**src/rtl/mem_ctrl.sv**
```systemverilog
// mem_ctrl: arbitrates fetch and data ports onto a byte-wide synchronous-read RAM
module mem_ctrl #(
  parameter int ADDR_W = 17
) (
  input  logic              clk,
  input  logic              rst,
  input  logic              if_ce_i,
  input  logic [31:0]       if_addr_i,
  output logic [31:0]       if_data_o,
  output logic              if_done_o,
  input  logic              mem_ce_i,
  input  logic              mem_we_i,
  input  logic [31:0]       mem_addr_i,
  input  logic [3:0]        mem_sel_i,
  input  logic [31:0]       mem_data_i,
  output logic [31:0]       mem_data_o,
  output logic              mem_done_o,
  output logic              stall_req_o,
  output logic [ADDR_W-1:0] ram_addr_o,
  output logic [7:0]        ram_dout_o,
  output logic              ram_we_o,
  input  logic [7:0]        ram_din_i
);
  typedef enum logic [1:0] {IDLE, XFER, DRAIN} state_t;
  state_t state_q, state_d;
  logic [1:0] cnt_q, f_q, n_q, f_d, n_d, lane, cap_lane_q;
  logic [ADDR_W-1:0] base_q, addr_q, addr_cur;
  logic [31:0] data_q, buf_q, merged, req_addr;
  logic [3:0] acc_sel;
  logic we_q, is_mem_q, cap_q, mem_elig, if_elig, acc, zero, xfer, last;
  logic unused_ok;
  assign mem_elig = mem_ce_i & ~mem_done_o;
  assign if_elig = if_ce_i & ~if_done_o;
  assign acc = (state_q == IDLE) & (mem_elig | if_elig);
  assign zero = mem_elig & (mem_sel_i == 4'b0000);
  assign acc_sel = mem_elig ? mem_sel_i : 4'b1111;
  assign req_addr = mem_elig ? mem_addr_i : if_addr_i;
  assign unused_ok = ^{req_addr[31:ADDR_W], req_addr[1:0]};
  assign xfer = state_q == XFER;
  assign last = cnt_q == n_q;
  assign lane = f_q + cnt_q;
  assign addr_cur = base_q + ADDR_W'(f_q) + ADDR_W'(cnt_q);
  assign ram_addr_o = xfer ? addr_cur : addr_q;
  assign ram_we_o = xfer & we_q;
  assign ram_dout_o = ram_we_o ? data_q[{lane, 3'b000} +: 8] : 8'd0;
  assign stall_req_o = rst & ((if_ce_i & ~if_done_o) | (mem_ce_i & ~mem_done_o));
  always_comb begin
    f_d = 2'd0;
    n_d = 2'd3;
    case (acc_sel)
      4'b0001: n_d = 2'd0;
      4'b0010: begin f_d = 2'd1; n_d = 2'd0; end
      4'b0100: begin f_d = 2'd2; n_d = 2'd0; end
      4'b1000: begin f_d = 2'd3; n_d = 2'd0; end
      4'b0011: n_d = 2'd1;
      4'b1100: begin f_d = 2'd2; n_d = 2'd1; end
      default: ;
    endcase
  end
  always_comb begin
    state_d = state_q;
    case (state_q)
      IDLE:    state_d = (acc & ~zero) ? XFER : IDLE;
      XFER:    state_d = last ? (we_q ? IDLE : DRAIN) : XFER;
      default: state_d = IDLE;
    endcase
  end
  always_comb begin
    merged = buf_q;
    if (cap_q) merged[{cap_lane_q, 3'b000} +: 8] = ram_din_i;
  end
  always_ff @(posedge clk or negedge rst) begin
    if (!rst) begin
      state_q    <= IDLE;
      cnt_q      <= '0;
      f_q        <= '0;
      n_q        <= '0;
      cap_lane_q <= '0;
      base_q     <= '0;
      addr_q     <= '0;
      data_q     <= '0;
      buf_q      <= '0;
      we_q       <= 1'b0;
      is_mem_q   <= 1'b0;
      cap_q      <= 1'b0;
      if_data_o  <= '0;
      mem_data_o <= '0;
      if_done_o  <= 1'b0;
      mem_done_o <= 1'b0;
    end else begin
      state_q    <= state_d;
      if_done_o  <= 1'b0;
      mem_done_o <= 1'b0;
      cap_q      <= xfer & ~we_q;
      cap_lane_q <= lane;
      if (cap_q) buf_q <= merged;
      if (xfer) begin
        addr_q <= addr_cur;
        cnt_q  <= cnt_q + 2'd1;
      end
      if (xfer & last & we_q) mem_done_o <= 1'b1;
      if (state_q == DRAIN) begin
        if (is_mem_q) begin
          mem_done_o <= 1'b1;
          mem_data_o <= merged;
        end else begin
          if_done_o <= 1'b1;
          if_data_o <= merged;
        end
      end
      if (acc) begin
        is_mem_q <= mem_elig;
        we_q     <= mem_elig & mem_we_i;
        base_q   <= {req_addr[ADDR_W-1:2], 2'b00};
        data_q   <= mem_data_i;
        f_q      <= f_d;
        n_q      <= n_d;
        cnt_q    <= '0;
        buf_q    <= '0;
        if (zero) begin
          mem_done_o <= 1'b1;
          if (!mem_we_i) mem_data_o <= '0;
        end
      end
    end
  end
endmodule

```
**config.mk**
```make
export PLATFORM = sky130hd
export DESIGN_NAME = mem_ctrl
export DESIGN_NICKNAME = d
export VERILOG_FILES = /design/src/rtl/mem_ctrl.sv
export SDC_FILE = /design/constraint.sdc
export NUM_CORES = 1
export LEC_CHECK = 0
export CAP_MARGIN = 5
export CORE_MARGIN = 2
export CORE_UTILIZATION = 49
export DETAILED_ROUTE_END_ITERATION = 6
export GPL_TIMING_DRIVEN = 0
export PLACE_DENSITY_LB_ADDON = 0.1
export RECOVER_POWER = 50
export SLEW_MARGIN = 40
export SYNTH_ARGS = -nofsm -noshare
export SYNTH_HDL_FRONTEND = slang
export SYNTH_SLANG_ARGS = --single-unit
```
**constraint.sdc**
```tcl
create_clock -name clk -period 2.77 [get_ports clk]
set_input_delay 0.277 -clock clk [delete_from_list [all_inputs] [get_ports clk]]
set_output_delay 0.277 -clock clk [all_outputs]
set_load 0.02 [all_outputs]
```
==> flow_metrics.env <==
export IMPL_die_area_um2=16700
export IMPL_die_w_um=129
export IMPL_yosysTopAreaCellShare_pct=57.0
export IMPL_fmax_mhz=352
export IMPL_min_path_type="input pin to register"
export IMPL_grt_pass1_wl_mm=32.8
export IMPL_antenna_found_initial=0
export IMPL_cp_arrival_ns=2.56
export IMPL_worstMarginPinSlew_ns=1.52
export IMPL_clock_path_buffers=2
export IMPL_overflow=0
export IMPL_nFillCells=1259
export IMPL_nNetsFinal=1097
export IMPL_die_h_um=129
export IMPL_fp_row_count=45
export IMPL_start_util_pct=50.3
export IMPL_multi_input_area_um2=3130
export IMPL_clock_sinks=175
export IMPL_gp_congestion=0.835
export IMPL_cp_end_kind="primary output"
export IMPL_drive_gt1_share_pct=12.9
export IMPL_outcome="finished with violations"
export IMPL_synth_seq_area_share_pct=57.0
export IMPL_cts_max_level=4
export IMPL_fin_crit_ns=2.84
export IMPL_syn_area_per_cell_um2=9.92
export IMPL_cp_start_kind="register"
export IMPL_numCtsBuffers=17
export IMPL_synth_top_cells_by_area="dfrtp_1, nand2_1, nor2_1"
export IMPL_first_pass_iters=5
export IMPL_ys_flop_type="dfrtp_1"
export IMPL_powerDensity_nw_per_um2=1230
export IMPL_crit_required_ns=2.49
export IMPL_drtIter0Drc=384
export IMPL_setup_ws_ns=-0.0671
export IMPL_maxCapViolCount=1
export IMPL_syn_area_um2=7680
export IMPL_ys_warn_count=0
export IMPL_ant_nets=0
export IMPL_clkTransAtPathRegs_ns=0.06
export IMPL_path_class="register to primary output"
export IMPL_async_flop_share_pct=100
export IMPL_grtUsageTotal_pct=25.5
export IMPL_setup_violations=3
export IMPL_period_share_pct=102
export IMPL_p_total_uw=12800
export IMPL_io_pins=206
export IMPL_irDropWorstVdd_mv=0.670
export IMPL_rsz0062_at_grt="yes"
export IMPL_cp_max_fo=5
export IMPL_finalMaxSlewViolations=65
export IMPL_p_leak_uw=0.00449
export IMPL_vias=6434
export IMPL_synthTopCellsByCount="dfrtp_1, nand2_1, nor2_1, o21ai_0, a21oi_1"
export IMPL_synth_distinct_cells=49
export IMPL_maxSlewHeadroom_pct=-1.03
export IMPL_wire_per_inst_um=16.8
export IMPL_area_growth_syn_to_layout_pct=34.9
export IMPL_hpwl_mm=14.1
export IMPL_worstSkewPairLatency_ns=0.42
export IMPL_ys_ff_latch=175
export IMPL_fin_setup_tns_ns=-0.129
export IMPL_final_cells=1200
export IMPL_synth_top_area_cell="dfrtp_1"
export IMPL_placedCellCount=1157
export IMPL_root_buffer="clkbuf_16"
export IMPL_seq_area_um2=4380
export IMPL_antenna_cells=0
export IMPL_first_global_vias=6322
export IMPL_port_buffers=170
export IMPL_grt_max_degree=65
export IMPL_yosysMostFrequentCell="dfrtp_1"
export IMPL_tritoncts="built"
export IMPL_drc_errors=0
export IMPL_viasPerCell=5.36
export IMPL_clock_skew_final_ns=0.00934
export IMPL_totalWireLength_mm=20.2
export IMPL_core_area_um2=15300
export IMPL_synth_edf_count=0
export IMPL_failed_checks="max-capacitance violations, max-slew violations, negative setup slack"
export IMPL_synth_nets=895
export IMPL_hold_viol=0
export IMPL_synthCells=774
## placed cells by master (no fill, tap or decap), drive strengths merged, types with 5 or more instances in the layout
cell type,netlist,routed
a211oi,32,32
a21oi,34,34
a22oi,33,33
a31oi,20,20
and3,9,9
buf,21,50
clkbuf,27,52
clkdlybuf4s50,0,145
clkinv,0,6
dfrtp,175,175
ha,7,7
inv,10,10
mux4,8,8
nand2,159,159
nand3,9,9
nand4,5,5
nor2,125,125
o21ai,47,47
xnor2,5,5
xor2,9,9
## worst paths after layout
path                                from             end  slack [ns]  depth (start not counted)
max                             cnt_q[0]  ram_addr_o[16]       -0.07                          9
min                         mem_sel_i[1]          f_q[1]        0.30                          2
max in group asynchronous            rst   mem_data_o[6]        0.71                          3
min in group asynchronous            rst  mem_data_o[28]        0.61                          3
min reg2reg                    data_q[1]       data_q[1]        0.47                          2
max reg2reg                cap_lane_q[0]  mem_data_o[18]        0.52                          6
## through the flow
stage	hold WS (ns)	util [%]	worst slack, ns	instance area, um2
6_report	0.296	67.9	-0.0671	10400
5_1_grt	0.328	67.9	-0.172	10400
4_1_cts	0.279	68.2	-0.146	10400
3_5_place_dp	0.249	63.6	-0.380	9700
3_3_place_gp	0.455	63.2	-5.78	9640
2_1_floorplan	-0.0186	-	0.289	7680
## routing by layer
metal  wire [um]  global-route usage [%]
met1        8800                    33.8
met2        9980                    42.1
met3         939                    5.28
met4         446                    8.95
met5           0                       0
## report_power, final
part	internal (uW)	total, uW	leakage, uW	switching [uW]
clock	1370	2340	0.000280	972
combinational	2660	6120	0.00211	3470
sequential	3610	4300	0.00210	689
total	7640	12800	0.00449	5130
## critical path: stages, from the launching register on
cell     delay, ns
dfrtp_1       0.38
ha_2          0.21
inv_2         0.04
fa_2          0.34
and3b_1       0.23
buf_6         0.13
nand3_4       0.09
or4b_4        0.51
nand3_4       0.10
buf_6         0.12
## sequential cells by signal, summed over array words and instances, names as in the netlist
name and cells:
buf_q 32, data_q 32, if_data_o 32, mem_data_o 32
addr_q 17, base_q 15, cap_lane_q 2, cnt_q 2
f_q 2, n_q 2, state_q 2, cap_q 1
if_done_o 1, is_mem_q 1, mem_done_o 1, we_q 1
## repair_timing
item                                    in CTS  in global routing
resized for setup                           91                 39
endpoints found under the setup margin      26                 23
buffers inserted                             8                  4
cloned                                       0                  0
hold endpoints to repair                    59                  0
hold buffers                                 2                  0
pin swaps                                    5                  6
## cells by family (layout without fill, tap and decap cells)
family / count (synthesis) / in the layout / synth area share, %
adders and majority gates: 8 / 8 / 1.40
buffers and inverters: 58 / 273 / 3.08
muxes: 8 / 8 / 2.35
AOI/OAI and AO/OA: 178 / 178 / 15.7
xor gates and xnor gates: 14 / 14 / 1.60
DFF: 175 / 175 / 57.0
and+or+nand+nor: 333 / 333 / 18.9
## cell type report
cell class | count | area share, %
Multi-Input combinational cell | 541 | 30.3
Tap cell | 211 | 2.55
Clock buffer | 22 | 4.48
Inverter | 10 | 0.362
Timing Repair Buffer | 186 | 17.0
Sequential cell | 175 | 42.3
Buffer | 45 | 1.93
Clock inverter | 10 | 1.09
No activity file was read; power rests on OpenSTA's default activity.
